**src/rtl/neuron_backprop_serial.sv**
```systemverilog
// Serial backward pass of one neuron: grad_w[i]=delta*a[i], grad_a[i]=delta*w[i], grad_b=delta.
// Define NEURON_BP_SAT_EN for saturating narrowing plus a sticky sat_flag output.
module neuron_backprop_serial #(
    parameter int INPUT_WIDTH = 3,
    parameter int DATA_WIDTH  = 16,
    parameter int FRAC_BITS   = 8
) (
    input  logic                         clk,
    input  logic                         rst,
    input  logic signed [DATA_WIDTH-1:0] a_in      [INPUT_WIDTH],
    input  logic signed [DATA_WIDTH-1:0] w_in      [INPUT_WIDTH],
    input  logic signed [DATA_WIDTH-1:0] delta_in,
    input  logic                         valid_in,
    output logic                         ready_in,
    output logic signed [DATA_WIDTH-1:0] grad_w    [INPUT_WIDTH],
    output logic signed [DATA_WIDTH-1:0] grad_a    [INPUT_WIDTH],
    output logic signed [DATA_WIDTH-1:0] grad_b,
    output logic                         valid_out,
    input  logic                         ready_out,
    output logic                         busy
`ifdef NEURON_BP_SAT_EN
    ,
    output logic                         sat_flag
`endif
);

    localparam int IDX_W = (INPUT_WIDTH > 1) ? $clog2(INPUT_WIDTH) : 1;
    localparam logic [IDX_W-1:0] LAST_IDX = IDX_W'(INPUT_WIDTH - 1);
    localparam int PROD_W = 2 * DATA_WIDTH;

    typedef enum logic [1:0] {
        IDLE,
        COMPUTE,
        DONE
    } state_t;

    state_t state_q, state_d;

    logic [IDX_W-1:0]             index;
    logic signed [DATA_WIDTH-1:0] a_q [INPUT_WIDTH];
    logic signed [DATA_WIDTH-1:0] w_q [INPUT_WIDTH];
    logic signed [DATA_WIDTH-1:0] delta_q;

    logic signed [PROD_W-1:0]     prod_w, prod_a;
    logic signed [DATA_WIDTH-1:0] gw, ga;
    logic                         sat_any;

    // NOTE: state registers use non-blocking assignments so every flop samples pre-edge values.
    always_ff @(posedge clk) begin
        if (rst) state_q <= IDLE;
        else     state_q <= state_d;
    end

    // NOTE: every output is given a default first so this block cannot infer a latch.
    always_comb begin
        state_d   = state_q;
        ready_in  = 1'b0;
        valid_out = 1'b0;
        busy      = 1'b0;
        case (state_q)
            IDLE: begin
                ready_in = 1'b1;
                if (valid_in) state_d = COMPUTE;
            end
            COMPUTE: begin
                busy = 1'b1;
                if (index == LAST_IDX) state_d = DONE;
            end
            DONE: begin
                busy      = 1'b1;
                valid_out = 1'b1;
                if (ready_out) state_d = IDLE;
            end
            default: state_d = IDLE;
        endcase
    end

    // NOTE: the operand capture registers carry no reset; they are always loaded before use.
    always_ff @(posedge clk) begin
        if (state_q == IDLE && valid_in) begin
            for (int i = 0; i < INPUT_WIDTH; i++) begin
                a_q[i] <= a_in[i];
                w_q[i] <= w_in[i];
            end
            delta_q <= delta_in;
        end
    end

    // Shared multiplier pair, full precision before the fixed-point shift.
    always_comb begin
        prod_w = PROD_W'(delta_q) * PROD_W'(a_q[index]);
        prod_a = PROD_W'(delta_q) * PROD_W'(w_q[index]);
    end

`ifdef NEURON_BP_SAT_EN
    function automatic logic signed [DATA_WIDTH-1:0] narrow(
        input  logic signed [PROD_W-1:0] prod,
        output logic                     sat
    );
        logic signed [PROD_W-1:0] shifted;
        shifted = prod >>> FRAC_BITS;
        // Any disagreement among the bits above the target sign bit means out of range.
        sat = (shifted[PROD_W-1:DATA_WIDTH-1] != {(DATA_WIDTH+1){shifted[PROD_W-1]}});
        if (!sat)
            narrow = shifted[DATA_WIDTH-1:0];
        else if (shifted[PROD_W-1])
            narrow = {1'b1, {(DATA_WIDTH-1){1'b0}}};
        else
            narrow = {1'b0, {(DATA_WIDTH-1){1'b1}}};
    endfunction

    logic sat_w, sat_a;

    always_comb begin
        sat_w   = 1'b0;
        sat_a   = 1'b0;
        gw      = narrow(prod_w, sat_w);
        ga      = narrow(prod_a, sat_a);
        sat_any = sat_w | sat_a;
    end
`else
    always_comb begin
        gw      = DATA_WIDTH'(prod_w >>> FRAC_BITS);
        ga      = DATA_WIDTH'(prod_a >>> FRAC_BITS);
        sat_any = 1'b0;
    end
`endif

    always_ff @(posedge clk) begin
        if (rst) begin
            index  <= '0;
            grad_b <= '0;
            for (int i = 0; i < INPUT_WIDTH; i++) begin
                grad_w[i] <= '0;
                grad_a[i] <= '0;
            end
`ifdef NEURON_BP_SAT_EN
            sat_flag <= 1'b0;
`endif
        end else begin
            case (state_q)
                IDLE: begin
                    if (valid_in) begin
                        index <= '0;
`ifdef NEURON_BP_SAT_EN
                        sat_flag <= 1'b0;
`endif
                    end
                end
                COMPUTE: begin
                    grad_w[index] <= gw;
                    grad_a[index] <= ga;
                    if (index == '0) grad_b <= delta_q;
`ifdef NEURON_BP_SAT_EN
                    if (sat_any) sat_flag <= 1'b1;
`endif
                    // Hold at the last element so the counter never runs past the array.
                    if (index != LAST_IDX) index <= index + IDX_W'(1);
                end
                default: ;
            endcase
        end
    end

`ifndef NEURON_BP_SAT_EN
    logic unused_sat;
    assign unused_sat = sat_any;
`endif

endmodule

```
**config.mk**
```make
export PLATFORM = sky130hd
export DESIGN_NAME = neuron_backprop_serial
export DESIGN_NICKNAME = d
export VERILOG_FILES = /design/src/rtl/neuron_backprop_serial.sv
export SDC_FILE = /design/constraint.sdc
export NUM_CORES = 1
export LEC_CHECK = 0
export BUFFER_PORTS_ARGS = -buffer_cell sky130_fd_sc_hd__buf_2
export CAP_MARGIN = 10
export CORE_MARGIN = 2
export CORE_UTILIZATION = 40
export CTS_BUF_LIST = sky130_fd_sc_hd__clkbuf_4 sky130_fd_sc_hd__clkbuf_8
export CTS_CLUSTER_DIAMETER = 100
export DETAILED_ROUTE_END_ITERATION = 10
export GPL_TIMING_DRIVEN = 0
export HOLD_SLACK_MARGIN = 0.1
export SYNTH_ARGS = -nofsm -noshare
export SYNTH_HDL_FRONTEND = slang
export SYNTH_SLANG_ARGS = --single-unit
```
**constraint.sdc**
```tcl
create_clock -name clk -period 11.97 [get_ports clk]
set_input_delay 2.394 -clock clk [delete_from_list [all_inputs] [get_ports clk]]
set_output_delay 2.394 -clock clk [all_outputs]
set_load 0.02 [all_outputs]
```
==> Word level (Yosys, flattened, before mapping) <==
Memory sizes are Yosys's and may differ from the RTL's. A register that Yosys moved wholly into a read port is not among the register bits.
Index checks and enable logic that the tools add are counted.
W data, S select, Z words.
{ "word_totals": {"latch_bits": 0, "out_inout_bits": 115, "ram_bits": 96, "n_memories": 2, "romBits": 0, "elab_cells": 55, "reg_bits": 132} }
{ "classes": {"reduce_logical": 9, "bitwise_logic": 1, "shift": 0, "mux": 20, "eq_ne": 8, "n_addsub": 1, "div_mod_pow": 0, "magnitude_cmp": 2, "multipliers": 2} }
{ "mem_list": {"columns": ["memory", "depth", "width", "read_ports", "rd_ports_with_merged_regs", "wr", "line_no", "rtl"], "rows": [
  ["a_q", 3, 16, 1, 1, 3, "40", "logic signed [DATA_WIDTH-1:0] a_q [INPUT_WIDTH];"],
  ["w_q", 3, 16, 1, 1, 3, "41", "logic signed [DATA_WIDTH-1:0] w_q [INPUT_WIDTH];"]
]} }
{ "ops": {"columns": ["cell", "count"], "rows": [
  ["$bwmux W48", 2],
  ["$mul A16 B16 Y24", 2],
  ["$demux W16 S2", 1],
  ["$mux W2", 9],
  ["$mux W16", 1],
  ["$ne A2 B2 Y1 const B", 5],
  ["$pmux W2 S3", 1],
  ["$reduce_and A3 Y1", 2],
  ["$mux W1", 5],
  ["$eq A2 B2 Y1 const B", 2],
  ["$logic_not A2 Y1", 2],
  ["$pmux W2 S2", 1],
  ["$ge A3 B3 Y1 const B", 1],
  ["$lt A3 B1 Y1 const B", 1],
  ["$not A2 Y3", 1],
  ["$add A2 B1 Y2 const B", 1],
  ["$eq A2 B1 Y1 const B", 1],
  ["$logic_and A1 B1 Y1", 2],
  ["$reduce_and A2 Y1", 1],
  ["$reduce_bool A2 Y1", 1],
  ["$reduce_or A2 Y1", 1]
]} }

==> Depth between registers and ports, before layout <==
Gate-level depths: netlist (run 1).
{ "logic_depth": {"word_depth": 6, "ltp_mapped": 29, "mapped_depth_nobuf": 23} }

==> Worst setup path before layout (run 1) <==
Ideal clock, no wire load.
{ "synth_timing": {"kind": "register to register", "start": "register (tool-made name)", "end": "register grad_w[14] (netlist name)", "arrival_time_ns": 7.075, "setup_ns": 0.131, "required_ns": 11.839, "stages_incl_launch_ff": 28, "setup_slack_ns": 4.765, "cell_sequence": "dfxtp_1 -> buf_2 -> buf_4 -> buf_2 -> buf_1 -> nor2_1 -> a21oi_1 -> clkbuf_1 -> nor2b_1 -> fa_1 -> inv_1 -> fa_1 -> fa_1 -> fa_1 -> inv_1 -> fa_1 -> inv_1 -> fa_1 -> inv_1 -> ha_1 -> and4_1 -> o21a_1 -> and2_1 -> o32a_1 -> a31o_2 -> a2111o_1 -> o311ai_1 -> o21ai_1"} }
{ "synth_lines": {"columns": ["element", "line_no", "rtl"], "rows": [
  ["end signal: indexed assignment", "151", "grad_w[index] <= gw;"],
  ["end: declaration", "15", "output logic signed [DATA_WIDTH-1:0] grad_w [INPUT_WIDTH],"]
]} }

==> key figures, run 1 <==
Yosys
  • Simple-gate share of the synthesized area: 15.5%
  • Post-synthesis adder-cell area fraction: 39.5%
  • Post-Syn Area: 23500 µm²
  • Multiplexer share of the synthesized area: 1.76%
  • Main combinational cell family by area after synthesis: adder cells
  • Number of enable flip-flop cells after synthesis: 112
  • Post-Syn Area per Cell: between 9 and 10 µm²
  • Post-Syn Instances: 2456
  • Synth warn: 0
  • Synthesis-stage register bit count: 230
  • Ys flop type: dfxtp_1
  • Library cells used by synthesis: 71
  • Asr flop ratio synth: 0%
  • Synth Area in XOR/XNOR: under 10%
  • Synth Area in Compound Gates: under 10%
  • Seq/Total Area, Yosys: 24.4%
  • Syn nets: slightly above 3000

Clock tree
  • Clock buffer count from CTS: 44
  • Clock Sinks: between 200 and 250
  • CTS tree: yes
  • # H-tree levels: 2
  • Hold-fix buffers, CTS: 0
  • # Post-CTS Setup Buffers: 0
  • Clk Latency, worst-skew pair: 0.64 ns
  • Clock-pin slew on the worst setup and hold paths: 0.06 ns
  • Maximum buffer depth of the clock tree: 3
  • Root buf cell: clkbuf_8
  • Post-CTS sizing: 0

Routing
  • Post-route ant nets: 0
  • WL per Instance: 19.7 µm
  • DRC: 0
  • Via count: 17641
  • Post-Route WL: 69.7 mm
  • DRT Pass-1 Iters: 5
  • Starting DRC count in detailed routing: 1060
  • Vias per cell: 4.99

Final layout
  • Nets: 3370
  • Layout cells sized above 1: roughly an eighth
  • Synthesis-to-layout area growth: 13.1%
  • Final core utilization: between 40 and 50%
  • Final non-filler cell total: 3532

Critical path
  • WP buf/inv: 10
  • CP startpoint kind: flop
  • Cell mode on critical path: fa_1
  • Worst Setup End Kind: flop
  • WP data arrival: just under 10 ns
  • WS Path Type: reg2reg
  • Slowest stage delay, CP: ~0.66 ns
  • Crit-path max FO: 10
  • Kind of cell adding the most delay to the critical path: adder cells
  • Required @ worst endpoint: 12.45 ns
  • CP max stage cell: a21oi_1

Floorplanning
  • Core footprint: around 58000 µm²
  • DIE HEIGHT: 246 µm
  • Starting Density: 40.6%
  • Die Width: 246 µm
  • Die area: 60600 µm²
  • Row cnt: just under 90
  • I/O pin count: 231

STA
  • Fin crit share: between 70% and 80%
  • Final Slew Violations: 0
  • TNS Setup: 0 ns
  • Final hold violations: 0
  • Clk_skew: 0.0212 ns
  • # setup viols final: 0
  • Slew @ Worst Pin: ~1.2 ns
  • Max Clock Freq: 109 MHz
  • Rel. slew slack: between 10% and 20%
  • Minimum clock period: 9.17 ns
  • RSZ-0062 raised after global routing: no

Placed design
  • Hpwl dp: 56.3 mm
  • GP Congestion: 0.901
  • IO buf count: 230
  • Placed Cells: 3455

Run status
  • Status: finished clean

Global routing
  • Total GRT Usage: 23.7%
  • First-pass GRT wire length: 108 mm
  • Total grt overflow: 0
  • Largest net degree at the start of global routing: 75
  • Initial antenna violation count: 3
  • Number of global-route vias before repair: around 19000

Flow run
  • Max Cap Viol: 0

Min path
  • Worst Hold Class: reg2reg
-- cell usage in the layout (no fill, tap or decap), types with 98 or more instances in the layout --
cell,instances
inv_1,495
nand2_1,391
fa_1,372
buf_2,234
ha_1,146
and2_1,119
dfxtp_1,118
edfxtp_1,112
clkbuf_1,108
nor2b_1,99
a21oi_1,98
-- stage by stage --
step / hold slack (ns) / instance area, µm² / worst slack (ns)
detailed placement: 0.445 / 25600 / 2.83
floorplan: 0.487 / 23500 / 4.76
global route: 0.472 / 26500 / 2.41
global placement: 0.442 / 25600 / 2.74
finish: 0.451 / 26500 / 2.80
CTS: 0.453 / 26500 / 2.79
-- sequential cells by signal, indices dropped and copies added (netlist names), named ones only --
name	count
a_q	48
state_q	2
grad_w	48
index	2
grad_a	48
w_q	48
grad_b	16
delta_q	16
-- cell type report --
type                            instances  area [µm²]
Fill cell                            5615       31300
Sequential cell                       230        5730
Tap cell                              765         957
Multi-Input combinational cell       1605       15300
Timing Repair Buffer                  234        1200
Antenna cell                            1        2.50
Clock inverter                         16         153
Buffer                                125         519
Clock buffer                           60         763
Inverter                              496        1860
-- synthesized netlist by cell type (44+ instances only) --
| master | number | area (µm²) |
|---|---|---|
| fa_1 | 372 | 7450 |
| nor2b_1 | 99 | 619 |
| nor2_1 | 50 | 188 |
| a21oi_1 | 98 | 490 |
| and2_1 | 120 | 751 |
| inv_1 | 495 | 1860 |
| edfxtp_1 | 112 | 3360 |
| dfxtp_1 | 118 | 2360 |
| ha_1 | 146 | 1830 |
| nand2_1 | 391 | 1470 |
| xnor2_1 | 48 | 420 |
| nand3_1 | 44 | 220 |
| clkbuf_1 | 108 | 405 |
-- metal layers --
layer | GRT usage (%) | vias up | wire [µm]
met1 | 30.1 | 8967 | 29000
met2 | 41.6 | 509 | 34900
met4 | 7.74 | 0 | 2240
li1 | - | 8059 | -
met3 | 2.98 | 106 | 3550
met5 | 0 | - | 0
-- path summary, 6_finish.rpt --
kind	from	to	slack (ns)	depth (start not counted)
worst min-delay path	grad_w[4]	grad_w[4]	0.45	2
worst min register to register	grad_w[4]	grad_w[4]	0.45	2
worst max-delay path	flop	grad_a[44]	2.80	28
worst max register to register	flop	grad_a[44]	2.80	28
-- kinds of logic (layout without fill, tap and decap cells) --
| kind of cell | Yosys count | after routing |
|---|---|---|
| mux | 38 | 38 |
| other cells | 0 | 1 |
| flops | 230 | 230 |
| xor+xnor | 68 | 68 |
| simple gates | 762 | 762 |
| buf+inv | 621 | 931 |
| fa+ha+maj | 518 | 518 |
| compound gates | 219 | 219 |
-- worst register-to-register path: cells and delay by family (launching register included) --
| family | cells | cell delay (ns) |
|---|---|---|
| AOI/OAI and AO/OA | 7 | 2.09 |
| xor gates and xnor gates | 1 | 0.59 |
| buffers and inverters | 10 | 2.24 |
| DFF | 1 | 0.34 |
| adders and majority gates | 7 | 3.36 |
| and+or+nand+nor | 3 | 0.41 |
Power of run 1 is not shown: default switching activity piles up to over one toggle a cycle in this logic, so the estimate is an artifact.
==> run 2: changes to the inputs <==
==> constraint.sdc (replaced) <==
create_clock -name clk -period 8.05 [get_ports clk]
set_input_delay 1.61 -clock clk [delete_from_list [all_inputs] [get_ports clk]]
set_output_delay 1.61 -clock clk [all_outputs]
set_load 0.02 [all_outputs]
==> run 2 against run 1 <==
Compared with the run above: hold slack barely moved; critical path depth fell by 1; cell count barely moved; utilization increased by 0.35 points; count of clock-buffer cells in the layout did not move; setup slack worse by 2.4 ns; maximum frequency increased by 19%; sequential share of layout area fell by 0.17 points; wire length grew 0.32%; final area rose by 0.77%; die area unchanged; sequential cell count unchanged.
==> key figures, run 2 (same netlist as run 1, synthesis figures left out) <==
Run status
  • Status: finished clean

Clock tree
  • Maximum buffer depth of the clock tree: 3
  • Clock Sinks: 230
  • CTS tree: yes
  • # H-tree levels: 2
  • Clock-pin slew on the worst setup and hold paths: 0.06 ns
  • Hold-fix buffers, CTS: 0
  • Root buf cell: clkbuf_8
  • Clk Latency, worst-skew pair: 0.62 ns
  • Clock buffer count from CTS: 44

STA
  • Max Clock Freq: ~130 MHz
  • Clk_skew: around 0.021 ns
  • Final hold violations: 0
  • Slew @ Worst Pin: 1.11 ns
  • Min Hold Slack: 0.451 ns
  • Final Slew Violations: 0
  • Minimum clock period: 7.70 ns
  • Fin crit share: 95.7%
  • # setup viols final: 0
  • Rel. slew slack: 24.4%

Final layout
  • Synthesis-to-layout area growth: 14.0%
  • Most frequent cells in the layout: inv_1 (495), nand2_1 (391), fa_1 (372), buf_2 (231), ha_1 (146)
  • Layout cells sized above 1: between 10% and 20%
  • Nets: 3370
  • Commonest non-fill, non-tap cell in the layout: inv_1
  • Final core utilization: 46.3%
  • Cell area after layout: between 20000 and 30000 µm²

Critical path
  • WP data arrival: 8.18 ns
  • WS Path Type: reg2reg
  • CP max stage cell: fa_1
  • WP buf/inv: 9
  • CP startpoint kind: flop
  • Cell mode on critical path: fa_1
  • Worst Setup End Kind: flop
  • Required @ worst endpoint: 8.53 ns
  • Slowest stage delay, CP: about 0.55 ns
  • Kind of cell adding the most delay to the critical path: adder cells
  • Crit-path max FO: 10

Routing
  • Via count: 17667
  • Vias per cell: 5.00
  • Starting DRC count in detailed routing: approximately 1100
  • DRT Pass-1 Iters: 5
  • Post-route ant nets: 0
  • WL per Instance: 19.8 µm
  • Post-Route WL: around 70 mm
  • DRC: 0

Global routing
  • Total GRT Usage: 23.7%
  • Initial antenna violation count: 3
  • First-pass GRT wire length: 108 mm
  • Number of global-route vias before repair: 19016
  • Total grt overflow: 0
  • Largest net degree at the start of global routing: between 70 and 80

Floorplanning
  • DIE HEIGHT: 246 µm
  • I/O pin count: between 200 and 250
  • Die area: 60600 µm²
  • Row cnt: 88
  • Starting Density: 40.6%
  • Die Width: 246 µm
  • Core footprint: between 50000 and 60000 µm²

Placed design
  • GP Congestion: 0.901
  • Hpwl dp: 56.3 mm
  • IO buf count: 230
  • Placed cell areas: 25600 µm²

Min path
  • Worst Hold Class: reg2reg

Flow run
  • Max Cap Viol: 0
==> run 2: cell type report <==
cell class / instances / area, µm²
antenna: 3 / 7.51
sequential: 230 / 5730
buffer: 120 / 549
clock inverter: 16 / 153
fill: 5591 / 31100
tap: 765 / 957
multi-input combinational: 1605 / 15500
inverter: 496 / 1860
clock buffer: 60 / 763
timing repair buffer: 239 / 1240
==> run 2: worst paths after layout <==
check / startpoint / to / slack, ns / depth (start not counted)
worst max-delay path: flop / grad_w[30] / 0.35 / 27
worst min-delay path: grad_w[4] / grad_w[4] / 0.45 / 2
worst max register to register: flop / grad_w[30] / 0.35 / 27
worst min register to register: grad_w[4] / grad_w[4] / 0.45 / 2
==> run 2: worst register-to-register path, stage by stage (launching register included) <==
cell	delay, ns
dfxtp_1	0.35
clkbuf_4	0.24
buf_4	0.21
clkbuf_4	0.23
buf_4	0.24
nor2_1	0.10
a21oi_4	0.28
buf_4	0.27
nor2b_1	0.09
fa_1	0.54
inv_1	0.05
fa_1	0.45
fa_1	0.50
fa_1	0.55
inv_1	0.05
fa_1	0.47
inv_1	0.05
fa_1	0.47
inv_1	0.04
ha_1	0.33
and4_1	0.24
o21a_1	0.14
and2_1	0.16
o32a_1	0.42
a31o_2	0.32
a2111o_1	0.45
o311ai_2	0.18
o21ai_1	0.16
==> run 2: timing repair <==
action                     CTS  global route
setup endpoints to repair   66            24
buffers inserted             1             4
gates resized for setup     34            29
==> run 2: stage by stage <==
stage	cells	setup slack, ns	TNS, ns
floorplan	2456	0.845	0
global placement	3451	-1.18	-35.58
detailed placement	3455	-1.09	-33.18
CTS	3529	0.0277	0
global route	3532	-0.00851	-0.0115
finish	3534	0.349	0
==> run 2: routing by layer <==
layer / vias up / GRT usage (%) / routed length (µm)
met5: - / 0 / 0
met4: 0 / 7.42 / 2340
met3: 111 / 3.14 / 3870
met2: 533 / 41.9 / 35000
met1: 8965 / 30.0 / 28700
li1: 8058 / - / -
Power of run 2 is left out for the same reason.
==> run 3: changes to the inputs <==
--- a/config.mk
+++ b/config.mk
@@ -13,7 +13,7 @@
 export CTS_CLUSTER_DIAMETER = 100
 export DETAILED_ROUTE_END_ITERATION = 10
 export GPL_TIMING_DRIVEN = 0
-export HOLD_SLACK_MARGIN = 0.1
+export RECOVER_POWER = 25
 export SYNTH_ARGS = -nofsm -noshare
 export SYNTH_HDL_FRONTEND = slang
 export SYNTH_SLANG_ARGS = --single-unit
==> run 3 against run 2 <==
Compared with the run above: non-clock buffer count unchanged; sequential cell count unchanged; critical endpoint unchanged; first-iteration DRC count decreased by 0.55%; critical path depth did not move; critical path type unchanged; die area is the same; the run now ends with max-capacitance violations, max-slew violations left; register-to-register slack hardly changed; hold slack about the same; setup slack lost 0.0028 ns; global-route usage is the same.
==> key figures, run 3 (same netlist as run 1, synthesis figures left out) <==
Routing
  • Post-route ant nets: 0
  • DRT Pass-1 Iters: 6
  • WL per Instance: 19.8 µm
  • Via count: 17657
  • Vias per cell: roughly 5
  • Post-Route WL: 69.8 mm
  • Starting DRC count in detailed routing: 1084
  • DRC: 0

STA
  • # setup viols final: 0
  • Clk_skew: 0.0211 ns
  • Final Slew Violations: 39
  • Min Hold Slack: 0.451 ns
  • Rel. slew slack: -114%
  • Final hold violations: 0
  • Minimum clock period: 7.70 ns
  • Max Clock Freq: 130 MHz
  • Fin crit share: 95.7%
  • Worst Slack Setup Final: 0.346 ns
  • TNS Setup: 0 ns
  • Slew @ Worst Pin: between 3 and 4 ns

Floorplanning
  • DIE HEIGHT: 246 µm
  • Die Width: 246 µm
  • Starting Density: between 40% and 50%
  • Die area: 60600 µm²
  • I/O pin count: 231
  • Core footprint: 57800 µm²
  • Row cnt: 88

Critical path
  • Crit-path max FO: 10
  • Slowest stage delay, CP: between 0.5 and 0.6 ns
  • Worst Setup End Kind: flop
  • WP data arrival: 8.18 ns
  • CP max stage cell: fa_1
  • Required @ worst endpoint: approximately 8.5 ns
  • CP startpoint kind: flop
  • WS Path Type: reg2reg
  • Cell mode on critical path: fa_1

Global routing
  • Total GRT Usage: 23.7%
  • Grt met3 use: between 3 and 4%
  • Largest net degree at the start of global routing: 75
  • Initial antenna violation count: 3
  • First-pass GRT wire length: 108 mm
  • Number of global-route vias before repair: roughly 19000
  • Met2 Track Usage GR: a little over two fifths
  • Gr busiest metal: met2
  • Routing usage on met1: between 20 and 30%
  • Total grt overflow: 0

Final layout
  • Commonest non-fill, non-tap cell in the layout: inv_1
  • Most frequent cells in the layout: inv_1 (495), nand2_1 (391), fa_1 (372), buf_2 (228), ha_1 (146)
  • Final core utilization: between 40% and 50%
  • Synthesis-to-layout area growth: 14.0%
  • Nets: between 3000 and 4000
  • Layout cells sized above 1: 13.8%
  • Layout fillers: around 5600

Clock tree
  • Clock buffer count from CTS: between 40 and 50
  • Root buf cell: clkbuf_8
  • CTS tree: yes
  • Maximum buffer depth of the clock tree: 3
  • # H-tree levels: 2
  • Clock-pin slew on the worst setup and hold paths: 0.06 ns
  • Clk Latency, worst-skew pair: 0.62 ns
  • Hold-fix buffers, CTS: 0
  • Clock Sinks: 230

Flow run
  • Max Cap Viol: 1

Placed design
  • Pre-CTS WS: -1.09 ns
  • Hpwl dp: 56.3 mm
  • GP Congestion: 0.901
  • IO buf count: 230

Run status
  • Failing checks: max-capacitance violations, max-slew violations
  • Status: finished with violations

Min path
  • Worst Hold Class: reg2reg
  • HP Start: grad_w[4]
==> run 3: changes by cell type in the layout (fill, tap and decap cells not counted) <==
cell / delta
and2_0: +1
diode_2: -1
clkbuf_1: +3
buf_2: -3
and2_4: -1
==> run 3: final cells by class <==
class | instances | area, µm² | area share (%)
multi-input cells | 1605 | 15500 | 57.9
flip-flops and latches | 230 | 5730 | 21.4
inverters | 496 | 1860 | 6.97
repair buffers | 239 | 1240 | 4.63
well taps | 765 | 957 | 3.58
clock buffers | 60 | 763 | 2.86
plain buffers | 120 | 549 | 2.06
clock inverters | 16 | 153 | 0.571
diodes | 2 | 5.00 | 0.0187
==> run 3: per-layer routing <==
metal  vias to the layer above  wire [µm]
met3                       115       3590
li1                       8054          -
met5                         -          0
met1                      8968      28800
met2                       520      35000
met4                         0       2360
==> run 3: critical path, delay by kind of cell (launching register included) <==
kind                     cells  cell delay (ns)
AO/OA/AOI/OAI                7             1.93
buffers and inverters        9             1.34
flip-flops                   1             0.35
adder cells (fa/ha/maj)      7             3.31
AND/OR/NAND/NOR              4             0.58
==> run 3: final timing paths <==
path,end,slack [ns],cells past startpoint
worst max-delay path,grad_w[30],0.35,27
worst min-delay path,grad_w[4],0.45,2
worst max register to register,grad_w[30],0.35,27
worst min register to register,grad_w[4],0.45,2
==> run 3: timing repair <==
action / in CTS / in global routing
setup buffers: 1 / 4
setup endpoints to repair: 66 / 24
gates resized for setup: 34 / 29
gates cloned: 0 / 0
==> run 3: metrics by stage <==
| stage | std cells | area [µm²] |
|---|---|---|
| 2_1_floorplan | 2456 | 23500 |
| 3_3_place_gp | 3451 | 25600 |
| 3_5_place_dp | 3455 | 25600 |
| 4_1_cts | 3529 | 26600 |
| 5_1_grt | 3532 | 26700 |
| 6_report | 3533 | 26700 |
Power of run 3 is left out for the same reason.
